### src/rtl/fp16_add_engine_if.sv
// fp16_add_engine_if: start/done handshake plus byte-wide data-memory bus.
// master = engine (drives done, mem_addr, mem_wr_en, mem_wr_data); slave = memory/host side.
interface fp16_add_engine_if;
  logic       start;
  logic       done;
  logic [7:0] mem_addr;
  logic [7:0] mem_rd_data;
  logic       mem_wr_en;
  logic [7:0] mem_wr_data;

  modport master (
    input  start, mem_rd_data,
    output done, mem_addr, mem_wr_en, mem_wr_data
  );

  modport slave (
    output start, mem_rd_data,
    input  done, mem_addr, mem_wr_en, mem_wr_data
  );
endinterface

### src/rtl/fp16_add_engine.sv
// fp16_add_engine: reads two FP16 operands from memory, adds (truncating), writes the sum.
// Ports: clk, reset (sync, active-high), bus (master modport). Option macro: FP16_SUB_EN.
module fp16_add_engine #(
  parameter logic [7:0] BASE_ADDR = 8'd128
) (
  input logic               clk,
  input logic               reset,
  fp16_add_engine_if.master bus
);

  typedef enum logic [3:0] {
    IDLE, RD0, RD1, RD2, RD3, RDL,
    ALIGN, ADD, NORM, WR0, WR1, DONE
  } state_t;

  state_t      state_q;
  logic [15:0] op1_q, op2_q;
  logic [10:0] ma_q, mb_q;
  logic [5:0]  exp_q;
  logic        sign_q, inf_q, sub_q;
  logic [11:0] sum_q;
  logic [7:0]  res_lo_q;
  logic        done_q, wr_en_q;
  logic [7:0]  addr_q, wdata_q;

  assign bus.done        = done_q;
  assign bus.mem_addr    = addr_q;
  assign bus.mem_wr_en   = wr_en_q;
  assign bus.mem_wr_data = wdata_q;

  logic [4:0]  e1f, e2f;
  logic [5:0]  e1, e2, diff, exp_d;
  logic [10:0] m1, m2, mb_raw, ma_d, mb_d;
  logic        swap, sign_d, inf_d, sub_d;

  always_comb begin
    e1f    = op1_q[14:10];
    e2f    = op2_q[14:10];
    e1     = (e1f == 5'd0) ? 6'd1 : {1'b0, e1f};
    e2     = (e2f == 5'd0) ? 6'd1 : {1'b0, e2f};
    m1     = {|e1f, op1_q[9:0]};
    m2     = {|e2f, op2_q[9:0]};
    // larger magnitude goes to the "a" lane
    swap   = op2_q[14:0] > op1_q[14:0];
    exp_d  = swap ? e2 : e1;
    diff   = swap ? (e2 - e1) : (e1 - e2);
    ma_d   = swap ? m2 : m1;
    mb_raw = swap ? m1 : m2;
    mb_d   = (diff >= 6'd12) ? 11'd0 : (mb_raw >> diff);
    inf_d  = (&e1f) | (&e2f);
`ifdef FP16_SUB_EN
    sub_d  = op1_q[15] ^ op2_q[15];
    sign_d = swap ? op2_q[15] : op1_q[15];
`else
    sub_d  = 1'b0;
    sign_d = op1_q[15];
`endif
  end

  logic [11:0] sum_d;

  always_comb begin
    sum_d = sub_q ? ({1'b0, ma_q} - {1'b0, mb_q})
                  : ({1'b0, ma_q} + {1'b0, mb_q});
  end

  logic [10:0] mn;
  logic [5:0]  en;
  logic [15:0] res_d;
`ifdef FP16_SUB_EN
  logic [5:0]  lz, sh;
`endif

  always_comb begin
    mn = sum_q[10:0];
    en = exp_q;
`ifdef FP16_SUB_EN
    lz = 6'd11;
    for (int i = 0; i <= 10; i++)
      if (sum_q[i]) lz = 6'(10 - i);
    sh = lz;
    // never shift below effective exponent 1 (denormal floor)
    if (sh > exp_q - 6'd1) sh = exp_q - 6'd1;
`endif
    if (sum_q[11]) begin
      mn = sum_q[11:1];
      en = exp_q + 6'd1;
    end
`ifdef FP16_SUB_EN
    else begin
      mn = sum_q[10:0] << sh;
      en = exp_q - sh;
    end
`endif
    if (inf_q || en >= 6'd31)
      res_d = {sign_q, 5'h1F, 10'h000};
    else if (sub_q && sum_q == 12'd0)
      res_d = 16'h0000;
    else
      res_d = {sign_q, mn[10] ? en[4:0] : 5'd0, mn[9:0]};
  end

  always_ff @(posedge clk) begin
    if (reset) begin
      state_q  <= IDLE;
      op1_q    <= '0;
      op2_q    <= '0;
      ma_q     <= '0;
      mb_q     <= '0;
      exp_q    <= '0;
      sign_q   <= 1'b0;
      inf_q    <= 1'b0;
      sub_q    <= 1'b0;
      sum_q    <= '0;
      res_lo_q <= '0;
      done_q   <= 1'b0;
      wr_en_q  <= 1'b0;
      addr_q   <= '0;
      wdata_q  <= '0;
    end else begin
      unique case (state_q)
        IDLE: if (!bus.start) begin
          state_q <= RD0;
          addr_q  <= BASE_ADDR;
        end
        RD0: begin
          state_q <= RD1;
          addr_q  <= BASE_ADDR + 8'd1;
        end
        RD1: begin
          op1_q[15:8] <= bus.mem_rd_data;
          state_q     <= RD2;
          addr_q      <= BASE_ADDR + 8'd2;
        end
        RD2: begin
          op1_q[7:0] <= bus.mem_rd_data;
          state_q    <= RD3;
          addr_q     <= BASE_ADDR + 8'd3;
        end
        RD3: begin
          op2_q[15:8] <= bus.mem_rd_data;
          state_q     <= RDL;
        end
        RDL: begin
          op2_q[7:0] <= bus.mem_rd_data;
          state_q    <= ALIGN;
        end
        ALIGN: begin
          ma_q    <= ma_d;
          mb_q    <= mb_d;
          exp_q   <= exp_d;
          sign_q  <= sign_d;
          inf_q   <= inf_d;
          sub_q   <= sub_d;
          state_q <= ADD;
        end
        ADD: begin
          sum_q   <= sum_d;
          state_q <= NORM;
        end
        NORM: begin
          res_lo_q <= res_d[7:0];
          wr_en_q  <= 1'b1;
          addr_q   <= BASE_ADDR + 8'd4;
          wdata_q  <= res_d[15:8];
          state_q  <= WR0;
        end
        WR0: begin
          addr_q  <= BASE_ADDR + 8'd5;
          wdata_q <= res_lo_q;
          state_q <= WR1;
        end
        WR1: begin
          wr_en_q <= 1'b0;
          state_q <= DONE;
        end
        DONE: begin
          // first DONE cycle always raises done; later cycles wait for start
          if (!done_q) begin
            done_q <= 1'b1;
          end else if (bus.start) begin
            done_q  <= 1'b0;
            state_q <= IDLE;
          end
        end
        default: state_q <= IDLE;
      endcase
    end
  end

endmodule

### src/flat_wrapper.sv
// flat-port wrapper written by rule: the top's interface ports become plain ports
module fp16_add_engine_flat 
#(
  parameter logic [7:0] BASE_ADDR = 8'd128
)
  (clk, reset, bus_start, bus_mem_rd_data, bus_done, bus_mem_addr, bus_mem_wr_en, bus_mem_wr_data);
  fp16_add_engine_if bus_i ();
  input logic clk;
  input logic reset;
  input wire logic [$bits(bus_i.start)-1:0] bus_start;
  input wire logic [$bits(bus_i.mem_rd_data)-1:0] bus_mem_rd_data;
  output wire logic [$bits(bus_i.done)-1:0] bus_done;
  output wire logic [$bits(bus_i.mem_addr)-1:0] bus_mem_addr;
  output wire logic [$bits(bus_i.mem_wr_en)-1:0] bus_mem_wr_en;
  output wire logic [$bits(bus_i.mem_wr_data)-1:0] bus_mem_wr_data;
  assign bus_i.start = bus_start;
  assign bus_i.mem_rd_data = bus_mem_rd_data;
  assign bus_done = bus_i.done;
  assign bus_mem_addr = bus_i.mem_addr;
  assign bus_mem_wr_en = bus_i.mem_wr_en;
  assign bus_mem_wr_data = bus_i.mem_wr_data;
  fp16_add_engine #(.BASE_ADDR(BASE_ADDR)) u_core (.clk(clk), .reset(reset), .bus(bus_i));
endmodule
### config.mk
export PLATFORM = sky130hd
export DESIGN_NAME = fp16_add_engine_flat
export DESIGN_NICKNAME = d
export VERILOG_FILES = /design/src/rtl/fp16_add_engine_if.sv /design/src/rtl/fp16_add_engine.sv /design/src/flat_wrapper.sv
export SDC_FILE = /design/constraint.sdc
export NUM_CORES = 1
export LEC_CHECK = 0
export CAP_MARGIN = 10
export CORE_MARGIN = 4
export CORE_UTILIZATION = 30
export DETAILED_ROUTE_END_ITERATION = 12
export SETUP_SLACK_MARGIN = 0.15
export SYNTH_ARGS = -nofsm -noshare
export SYNTH_HDL_FRONTEND = slang
export SYNTH_SLANG_ARGS = --single-unit
### constraint.sdc
create_clock -name clk -period 2.81 [get_ports clk]
set_input_delay 0.7025 -clock clk [delete_from_list [all_inputs] [get_ports clk]]
set_output_delay 0.7025 -clock clk [all_outputs]
set_load 0.05 [all_outputs]
==> results of run 1 <==
-- cells in the mapped netlist, drive strengths merged, types with 2 or more instances --
cell type / number / area share [%]
nor2: 68 / 4.6
o21bai: 2 / 0.26
buf: 8 / 1.1
a21oi: 96 / 8.5
o21a: 2 / 0.26
o211ai: 4 / 0.53
a221o: 4 / 0.70
nand2b: 6 / 0.66
and3: 3 / 0.33
nand2: 108 / 7.1
nor3: 24 / 2.1
a22oi: 8 / 1.1
mux4: 10 / 4.0
a21boi: 4 / 0.53
o22ai: 2 / 0.22
or2: 2 / 0.22
a211oi: 18 / 2.4
nor2b: 8 / 0.88
nand3: 12 / 1.1
nand4: 5 / 0.66
a22o: 5 / 0.77
a21o: 6 / 0.79
dfxtp: 98 / 35
o21ai: 23 / 2.0
nand3b: 3 / 0.40
xnor2: 8 / 1.4
xor2: 3 / 0.46
ha: 36 / 7.9
a31oi: 5 / 0.81
inv: 40 / 2.6
mux2: 2 / 0.40
nor3b: 3 / 0.40
clkbuf: 34 / 2.2
fa: 3 / 1.1
or3: 6 / 0.66
mux2i: 23 / 4.2
a222oi: 3 / 0.53
a32oi: 2 / 0.31
-- what timing repair did --
item,CTS,global route
buffers inserted,22,5
resized for setup,67,53
endpoints found under the setup margin,13,13
pin swaps,28,16
-- sequential cells by signal, summed over array words and instances (netlist names), 5 cells and up --
register and flops:
u_core.bus.mem_wr_data 8, u_core.exp_q 5, u_core.ma_q 11, u_core.mb_q 11, u_core.op1_q 16, u_core.op2_q 15
u_core.res_lo_q 8, u_core.sum_q 12
-- worst max-delay path: stages (launching register included) --
cell and delay, ps:
dfxtp_2 340, buf_6 120, inv_2 50, nand4_1 110, nor2_2 140, buf_4 130
buf_6 80, buf_6 80, buf_6 80, buf_6 80, buf_4 90, buf_4 90
buf_6 80, buf_6 100, inv_4 30, mux4_2 470, a22o_1 260, nand2_1 60
o21ai_1 70, a22o_1 200
-- stage by stage --
stage	power [W]	setup TNS (ps)	worst slack [ps]	hold WS, ps
4_1_cts	0.00409	0	31.7	449
2_1_floorplan	0.00223	0	84.2	432
3_3_place_gp	0.00263	-146	-42.4	437
3_5_place_dp	0.00264	-690	-122	439
5_1_grt	0.00441	-811	-128	482
6_report	0.00422	0	19.0	446
-- power breakdown --
group / switching (W) / internal [W]
Combinational: 0.000772 / 0.000825
Clock: 0.000530 / 0.000644
Sequential: 0.0000342 / 0.00141
Total: 0.00134 / 0.00288
-- worst paths after layout --
path	startpoint	endpoint	slack, ps
worst max-delay path	u_core.op1_q[12]	u_core.mb_q[3]	20
worst min-delay path	u_core.bus.mem_addr[7]	u_core.bus.mem_addr[7]	450
worst max register to register	u_core.op1_q[12]	u_core.mb_q[3]	20
worst min register to register	u_core.bus.mem_addr[7]	u_core.bus.mem_addr[7]	450
-- layer usage --
layer  vias to the layer above  track usage (%)
met5                         -                0
met1                      2475             20.3
met4                         0             4.89
met2                        87             24.6
met3                        17             2.49
li1                       2675                -
-- cell type report --
cell class	instances	area, um^2	area share (%)
Clock buffer	13	260	3.42
Multi-Input combinational cell	528	3810	50.0
Clock inverter	2	12.5	0.164
Tap cell	234	293	3.84
Timing Repair Buffer	127	1100	14.4
Sequential cell	98	1990	26.1
Inverter	40	158	2.07
-- cell families (layout without fill, tap and decap cells) --
logic type	Yosys count	in the layout	synth area share, %
muxes	35	35	8.54
DFF	98	98	34.5
AOI/OAI and AO/OA	188	188	20.4
buffers and inverters	82	182	5.96
other	1	4	0.0660
xor gates and xnor gates	11	11	1.83
adders and majority gates	39	39	8.98
and+or+nand+nor	251	251	19.7
==> metrics.txt, run 1 <==
Hold Path Stages=2; n_diodes=0; Synth Flop Type=dfxtp_1; initial antenna violation count=0; fillers=1855; status=completed; Skew-Pair Late Insertion Delay=350 ps; number of global-route vias before repair=5152; Synth Register Bits=98; TritonCTS clock tree=yes; Syn Area/Cell=8.06 um^2; met1 wire length=7.60 mm; final worst-path cycle share=99.3%; most common cell after layout, fill and taps aside=nand2_1; Final Skew=7.16 ps; commonest non-fill, non-tap cells in the layout=nand2_1 (108), a21oi_1 (90), buf_4 (87); Peak VDD IR=404 uV; FP Rows=50; TritonCTS sink count=98; clock-pin slew on the worst setup and hold paths=70 ps; CP Class=reg -> reg; Worst slew margin=51.5%; Final Core Density=40.9%; Vias=5254; P&R area growth vs syn=34.1%; crit-path max FO=3; sequential area share after synthesis=34.5%; drt first-iter violations=306; Hold Path Class=reg -> reg; Root Driver=clkbuf_16; PwrDens=554 nW/um^2; GRT Util Overall=15.0%; RSZ-0062 raised after global routing=true; max_cap viols=0; DR vias/cell=5.04; IO Port Bufs=24; Pleak=2.79 nW; top layer in use=met4; Fin. Hold Viols=0; Final Routed Wirelength=16.0 mm; Post-synth EDFFs=0; routed len/inst=15.4 um; DIE AREA=21200 um^2; I/O pins=29; H-tree lvl count=3; Placed Instances=1000; FF-to-FF path depth=19; Inserted Clock Buffers=9; Final Wtd Congestion=0.894; Cells after Synth=705; post-cts hold buffer count=0; nets=854; max-slew violation count=0; largest net degree at the start of global routing=43; clk buf depth=2; slew of the pin with the lowest slew margin=722 ps; DRC violations left=0; Syn Std Cell Area=5680 um^2; DP Wirelength=11.8 mm; Chip Width=146 um; min cycle time layout=2790 ps; post-layout instance area=7620 um^2; Worst setup EP type=register; Non-Filler Instances=1042; Initial Utilization=30.5%; Core ar.=18600 um^2; Worst Path Arrival=3030 ps; Die Y-Extent=146 um; CP required=3050 ps; DR WL met2=7.59 mm; Routed Antenna Nets=0; Startpoint Class=register; ys async rst share=0%; final setup vio count=0; fmax=0.358 GHz; first-pass GRT wire length=26.2 mm; Placed Area=6660 um^2; yosys synthesis warning count=0; gr ovfl total=0; Met3 Wirelength=522 um; DRT Pass-1 Iters=4; Distinct cells, synth=56; fraction of layout cells with a size suffix above 1=28.2%
(Power assumes the default switching activity.)
==> inputs of run 2 (changes only) <==
--- a/config.mk
+++ b/config.mk
@@ -9,6 +9,7 @@
 export CORE_MARGIN = 4
 export CORE_UTILIZATION = 30
 export DETAILED_ROUTE_END_ITERATION = 12
+export DONT_BUFFER_PORTS = 1
 export SETUP_SLACK_MARGIN = 0.15
 export SYNTH_ARGS = -nofsm -noshare
 export SYNTH_HDL_FRONTEND = slang
==> constraint.sdc (replaced) <==
create_clock -name clk -period 3.52 [get_ports clk]
set_input_delay 0.88 -clock clk [delete_from_list [all_inputs] [get_ports clk]]
set_output_delay 0.88 -clock clk [all_outputs]
set_load 0.05 [all_outputs]
==> run 2 against run 1 <==
Against the previous run:
- register-to-register slack gained 330 ps
- via count down 9.9%
- routed wire length down 13%
- combinational power fell by 53%
- core utilization decreased by 7.6 points
- sequential cell count unchanged
- largest power group is now sequential cells
==> metrics.txt, run 2 (synthesis gave the netlist of run 1 again) <==
status=completed (unchanged); Chip Width=146 um (unchanged); Inserted Clock Buffers=9 (unchanged); Fin. Hold Viols=0 (unchanged); Worst setup EP type=register (unchanged); WHS Endpoint=u_core.sum_q[0] (was u_core.bus.mem_addr[7]); DP Wirelength=10.6 mm (was 11.8 mm); Hold Path Stages=2 (unchanged); max_cap viols=0 (unchanged); clk buf depth=2 (unchanged); fraction of layout cells with a size suffix above 1=7.68% (was 28.2%); nets=736 (was 854); Multi-input gate area=3440 um^2 (was 3810 um^2); Skew-Pair Late Insertion Delay=350 ps (about the same); min cycle time layout=3170 ps (was 2790 ps); Pleak=2.15 nW (was 2.79 nW); DRC violations left=0 (unchanged); gr ovfl total=0 (unchanged); clock-pin slew on the worst setup and hold paths=70 ps (about the same); Hold Path Class=reg -> reg (unchanged); Routed Antenna Nets=0 (unchanged); Clock power frac=32.4% (was 27.8%); P&R area growth vs syn=9.11% (was 34.1%); Final Wtd Congestion=0.878 (was 0.894); number of global-route vias before repair=4488 (was 5152); final worst-path cycle share=90.2% (was 99.3%); FP Rows=50 (unchanged); Reg2Reg Capture Point=u_core.mb_q[0] (was u_core.mb_q[3]); IO Port Bufs=0 (was 24); reg-to-reg slack, setup=350 ps (was 20 ps); DR vias/cell=5.12 (was 5.04); registers with the most flip-flops=u_core.op1_q (16), u_core.op2_q (15), u_core.sum_q (12) (unchanged); Initial Utilization=30.5% (unchanged); crit-path max FO=7 (was 3); largest net degree at the start of global routing=96 (was 43); Setup TNS=0 ps (unchanged); FF-to-FF path depth=13 (was 19); power consumption=0.00284 W (was 0.00422 W); Die Y-Extent=146 um (unchanged); initial antenna violation count=0 (unchanged); Root Driver=clkbuf_16 (unchanged); Seq pwr share=41.3% (was 34.3%); most common cell after layout, fill and taps aside=nand2_1 (unchanged); commonest non-fill, non-tap cells in the layout=nand2_1 (108), dfxtp_1 (96), a21oi_1 (94) (was nand2_1 (108), a21oi_1 (90), buf_4 (87)); slew of the pin with the lowest slew margin=1000 ps (was 722 ps); TritonCTS clock tree=yes (unchanged); CP required=3800 ps (was 3050 ps); Top reg by flops=u_core.op1_q (unchanged); Worst Min Path Start=u_core.sum_q[0] (was u_core.bus.mem_addr[7]); Startpoint Class=register (unchanged); PwrDens=457 nW/um^2 (was 554 nW/um^2); internal power=0.00196 W (was 0.00288 W); Comb power frac=26.2% (was 37.9%); number of flip-flops in the largest register=16 (unchanged); DRT Pass-1 Iters=5 (was 4); RSZ-0062 raised after global routing=true (unchanged); drt first-iter violations=339 (was 306); H-tree lvl count=3 (unchanged); fmax=0.315 GHz (was 0.358 GHz); final setup vio count=0 (unchanged); first-pass GRT wire length=23.4 mm (was 26.2 mm); Worst Path Arrival=3450 ps (was 3030 ps); CP Class=reg -> reg (unchanged); switching pwr=0.000877 W (was 0.00134 W); TritonCTS sink count=98 (unchanged); I/O pins=29 (unchanged); Worst slew margin=32.7% (was 51.5%); DIE AREA=21200 um^2 (unchanged); Vias=4733 (was 5254); r2r startpoint=u_core.op1_q[11] (was u_core.op1_q[12]); max-slew violation count=0 (unchanged); Core ar.=18600 um^2 (unchanged); sw frac=30.9% (was 31.7%); n_diodes=0 (unchanged); Final Routed Wirelength=14.0 mm (was 16.0 mm); GRT Util Overall=13.4% (was 15.0%); fillers=2027 (was 1855); Peak VDD IR=307 uV (was 404 uV); Final Skew=8.52 ps (was 7.16 ps); FF/Latch Area=1960 um^2 (was 1990 um^2); routed len/inst=15.1 um (was 15.4 um)
-- run 2: cell count changes in the layout (fill, tap and decap cells not counted), moves of 14 or more --
cell             previous run  this run
clkdlybuf4s50_1            23         0
ha_4                       14         0
inv_2                      18         0
inv_1                      19        40
dfxtp_1                    79        96
buf_4                      87         7
ha_1                       21        36
dfxtp_2                    17         2
-- run 2: power by group through the flow --
stage	combinational [W]	clock, W	sequential, W
after floorplan	0.000591	0	0.00118
after global placement	0.000667	0	0.00120
after detailed placement	0.000673	0	0.00120
after CTS	0.000675	0.000953	0.00117
after global routing	0.000820	0.000987	0.00118
final	0.000745	0.000920	0.00117
-- run 2: critical path, stage by stage (launching register included) --
cell      delay, ps
dfxtp_1         440
inv_1           160
nand4_1         110
nor2_1           70
nor2_1          140
inv_1            70
ha_1            220
fa_1            490
o21bai_1        230
mux2i_4         250
a32oi_1         190
or2_0           230
a221o_1         350
a21oi_1         140
-- run 2: layer usage --
metal	wire length [um]	track usage, %	part of all wire (%)	up-vias
met3	559	2.71	4.0	12
met2	6200	20.6	44	81
met5	0	0	0	-
li1	-	-	-	2441
met4	245	4.18	1.8	0
met1	6980	19.1	50	2199
-- run 2: worst max path at each step --
stage | startpoint | end | slack, ps | cells after the start
2_1_floorplan | u_core.op2_q[11] | u_core.mb_q[0] | 690 | 13
3_3_place_gp | u_core.op1_q[11] | u_core.mb_q[0] | 380 | 13
3_5_place_dp | u_core.op1_q[11] | u_core.mb_q[0] | 290 | 13
4_1_cts | u_core.op1_q[11] | u_core.mb_q[0] | 270 | 13
5_1_grt | u_core.op1_q[11] | u_core.mb_q[0] | 110 | 13
6_report | u_core.op1_q[11] | u_core.mb_q[0] | 350 | 13
-- run 2: area by class of cell --
class	instances	share of cell area, %
clock buffer	13	4.20
clock inverter	2	0.202
inverter	40	2.42
multi-input combinational	528	55.4
sequential	98	31.7
tap	234	4.72
timing repair buffer	9	1.35
-- run 2: through the flow --
step                      worst slack (ps)  area (um^2)  util [%]  hold slack [ps]  cells
final                                  346         6200      33.3              452    924
after detailed placement               286         5870      31.5              444    907
after global placement                 377         5870      31.5              440    907
after CTS                              271         6140      32.9              453    922
after global routing                   110         6200      33.3              476    924
after floorplan                        689         5700         -              432    708
-- run 2: what timing repair did --
action,4_1_cts,5_1_grt
hold buffers,0,0
setup buffers,0,2
setup endpoints to repair,0,9
resized for setup,0,11
==> inputs of run 3 (changes only) <==
--- a/config.mk
+++ b/config.mk
@@ -6,8 +6,8 @@
 export NUM_CORES = 1
 export LEC_CHECK = 0
 export CAP_MARGIN = 10
-export CORE_MARGIN = 4
 export CORE_UTILIZATION = 30
+export CTS_CLUSTER_SIZE = 16
 export DETAILED_ROUTE_END_ITERATION = 12
 export DONT_BUFFER_PORTS = 1
 export SETUP_SLACK_MARGIN = 0.15
==> constraint.sdc (replaced) <==
create_clock -name clk -period 3.52 [get_ports clk]
set_input_delay 0.528 -clock clk [delete_from_list [all_inputs] [get_ports clk]]
set_output_delay 0.528 -clock clk [all_outputs]
set_load 0.05 [all_outputs]
==> run 3 against run 2 <==
Against the previous run:
- hold slack got worse by 170 ps
- routed wire length increased by 0.27%
- design area decreased by 0.61%
- final cell count decreased by 0.54%
- first-iteration DRC count increased by 20%
- critical path depth unchanged
- die area decreased by 8.1%
- worst setup slack improved by 80 ps
- core utilization increased by 0.47 points
- combinational power decreased by 6.0%
==> metrics.txt, run 3 (synthesis gave the netlist of run 1 again) <==
status=completed (unchanged); drt first-iter violations=406 (was 339); I/O pins=29 (unchanged); slew of the pin with the lowest slew margin=1050 ps (was 1000 ps); power consumption=0.00281 W (was 0.00284 W); post-layout instance area=6160 um^2 (was 6200 um^2); number of flip-flops in the largest register=16 (unchanged); DIE AREA=19500 um^2 (was 21200 um^2); Setup TNS=0 ps (unchanged); clk buf depth=2 (unchanged); Fin. Hold Viols=0 (unchanged); Hold Path Class=in -> reg (was reg -> reg); fmax=0.323 GHz (was 0.315 GHz); FF-to-FF path depth=13 (unchanged); GRT Util Overall=14.8% (was 13.4%); Placed Area=5860 um^2 (was 5870 um^2); TritonCTS clock tree=yes (unchanged); Top reg by flops=u_core.op1_q (unchanged); RSZ-0062 raised after global routing=false (was true); routed len/inst=15.3 um (was 15.1 um); Placed Instances=903 (was 907); Die Y-Extent=140 um (was 146 um); Core ar.=18300 um^2 (was 18600 um^2); CP Class=reg -> reg (unchanged); final setup vio count=0 (unchanged); Worst setup EP type=register (unchanged); crit-path max FO=7 (unchanged); largest net degree at the start of global routing=96 (unchanged); final worst-path cycle share=87.9% (was 90.2%); fraction of layout cells with a size suffix above 1=7.39% (was 7.68%); setup ws final=426 ps (was 346 ps); Non-Filler Instances=919 (was 924); Worst slew margin=29.8% (was 32.7%); Pleak=2.14 nW (was 2.15 nW); Final Routed Wirelength=14.0 mm (about the same); Routed Antenna Nets=0 (unchanged); worst slack at placement=334 ps (was 286 ps); gr ovfl total=0 (unchanged); Hold Path Stages=1 (was 2); Inserted Clock Buffers=9 (unchanged); first-pass GRT wire length=23.0 mm (was 23.4 mm); Final Skew=14.9 ps (was 8.52 ps); number of global-route vias before repair=4360 (was 4488); min cycle time layout=3090 ps (was 3170 ps); DR vias/cell=5.11 (was 5.12); DP Wirelength=10.6 mm (about the same); clock-pin slew on the worst setup and hold paths=70 ps (about the same); Final Wtd Congestion=0.856 (was 0.878); Skew-Pair Late Insertion Delay=350 ps (about the same); Worst Path Arrival=3370 ps (was 3450 ps); Root Driver=clkbuf_16 (unchanged); max_cap viols=0 (unchanged); FP Rows=49 (was 50); TritonCTS sink count=98 (unchanged); H-tree lvl count=3 (unchanged); IO Port Bufs=0 (unchanged); commonest non-fill, non-tap cells in the layout=nand2_1 (108), a21oi_1 (96), dfxtp_1 (96) (was nand2_1 (108), dfxtp_1 (96), a21oi_1 (94)); max-slew violation count=0 (unchanged); P&R area growth vs syn=8.45% (was 9.11%); registers with the most flip-flops=u_core.op1_q (16), u_core.op2_q (15), u_core.sum_q (12) (unchanged); DRT Pass-1 Iters=5 (unchanged); Peak VDD IR=256 uV (was 307 uV); Vias=4700 (was 4733); CP required=3800 ps (about the same); nets=735 (was 736); DRC violations left=0 (unchanged); Chip Width=140 um (was 146 um); initial antenna violation count=0 (unchanged); Initial Utilization=31.1% (was 30.5%); n_diodes=0 (unchanged); PwrDens=456 nW/um^2 (was 457 nW/um^2); Startpoint Class=register (unchanged); most common cell after layout, fill and taps aside=nand2_1 (unchanged)
-- run 3: cell types whose count changed in the layout (fill, tap and decap cells not counted), moves of 2 or more --
cell      delta
a21oi_1      +2
a21oi_2      -2
clkbuf_1     -2
clkinv_2     +2
-- run 3: path summary, 6_finish.rpt --
kind	from	to	slack, ps
setup / recovery	u_core.op2_q[12]	u_core.mb_q[0]	430
hold / removal	reset	u_core.ma_q[10]	280
setup reg to reg	u_core.op2_q[12]	u_core.mb_q[0]	430
hold reg to reg	u_core.ma_q[10]	u_core.ma_q[10]	450
-- run 3: area by class of cell --
cell class              instances  area, um^2
repair buffers                  8        71.3
inverters                      40         150
multi-input cells             528        3410
fillers                      1955       12100
clock buffers                  10         239
well taps                     229         287
flip-flops and latches         98        1960
clock inverters                 6        40.0
-- run 3: report_power, final --
| group | total (W) | internal [W] | switching (W) |
|---|---|---|---|
| logic | 0.000700 | 0.000293 | 0.000407 |
| registers | 0.00117 | 0.00113 | 0.0000443 |
| clock network | 0.000940 | 0.000499 | 0.000440 |
| total | 0.00281 | 0.00192 | 0.000892 |
-- run 3: worst max-delay path: stages, from the launching register on --
cell      delay (ps)
dfxtp_1          430
inv_1             90
nand4_1           90
nor2_1            80
nor2_1           210
inv_1             70
ha_1             220
fa_1             470
o21bai_1         210
mux2i_4          250
a32oi_1          180
or2_0            230
a221o_1          350
a21oi_1          130
-- run 3: metrics by stage --
stage               utilization, %  hold WS (ps)
floorplan                        -           432
detailed placement            32.1           444
global placement              32.1           441
finish                        33.7           279
global route                  33.7           260
CTS                           33.6           261
-- run 3: what timing repair did --
item                                    CTS  global route
endpoints found under the setup margin    0             7
buffers inserted                          0             0
resized for setup                         0             8
hold buffers                              0             0
-- run 3: routing by layer --
layer / part of all wire [%] / global-route usage (%) / vias up
met1: 51 / 21.1 / 2199
met5: 0 / 0 / -
met2: 44 / 23.1 / 62
met3: 3.5 / 2.79 / 7
li1: - / - / 2432
met4: 0.78 / 2.95 / 0
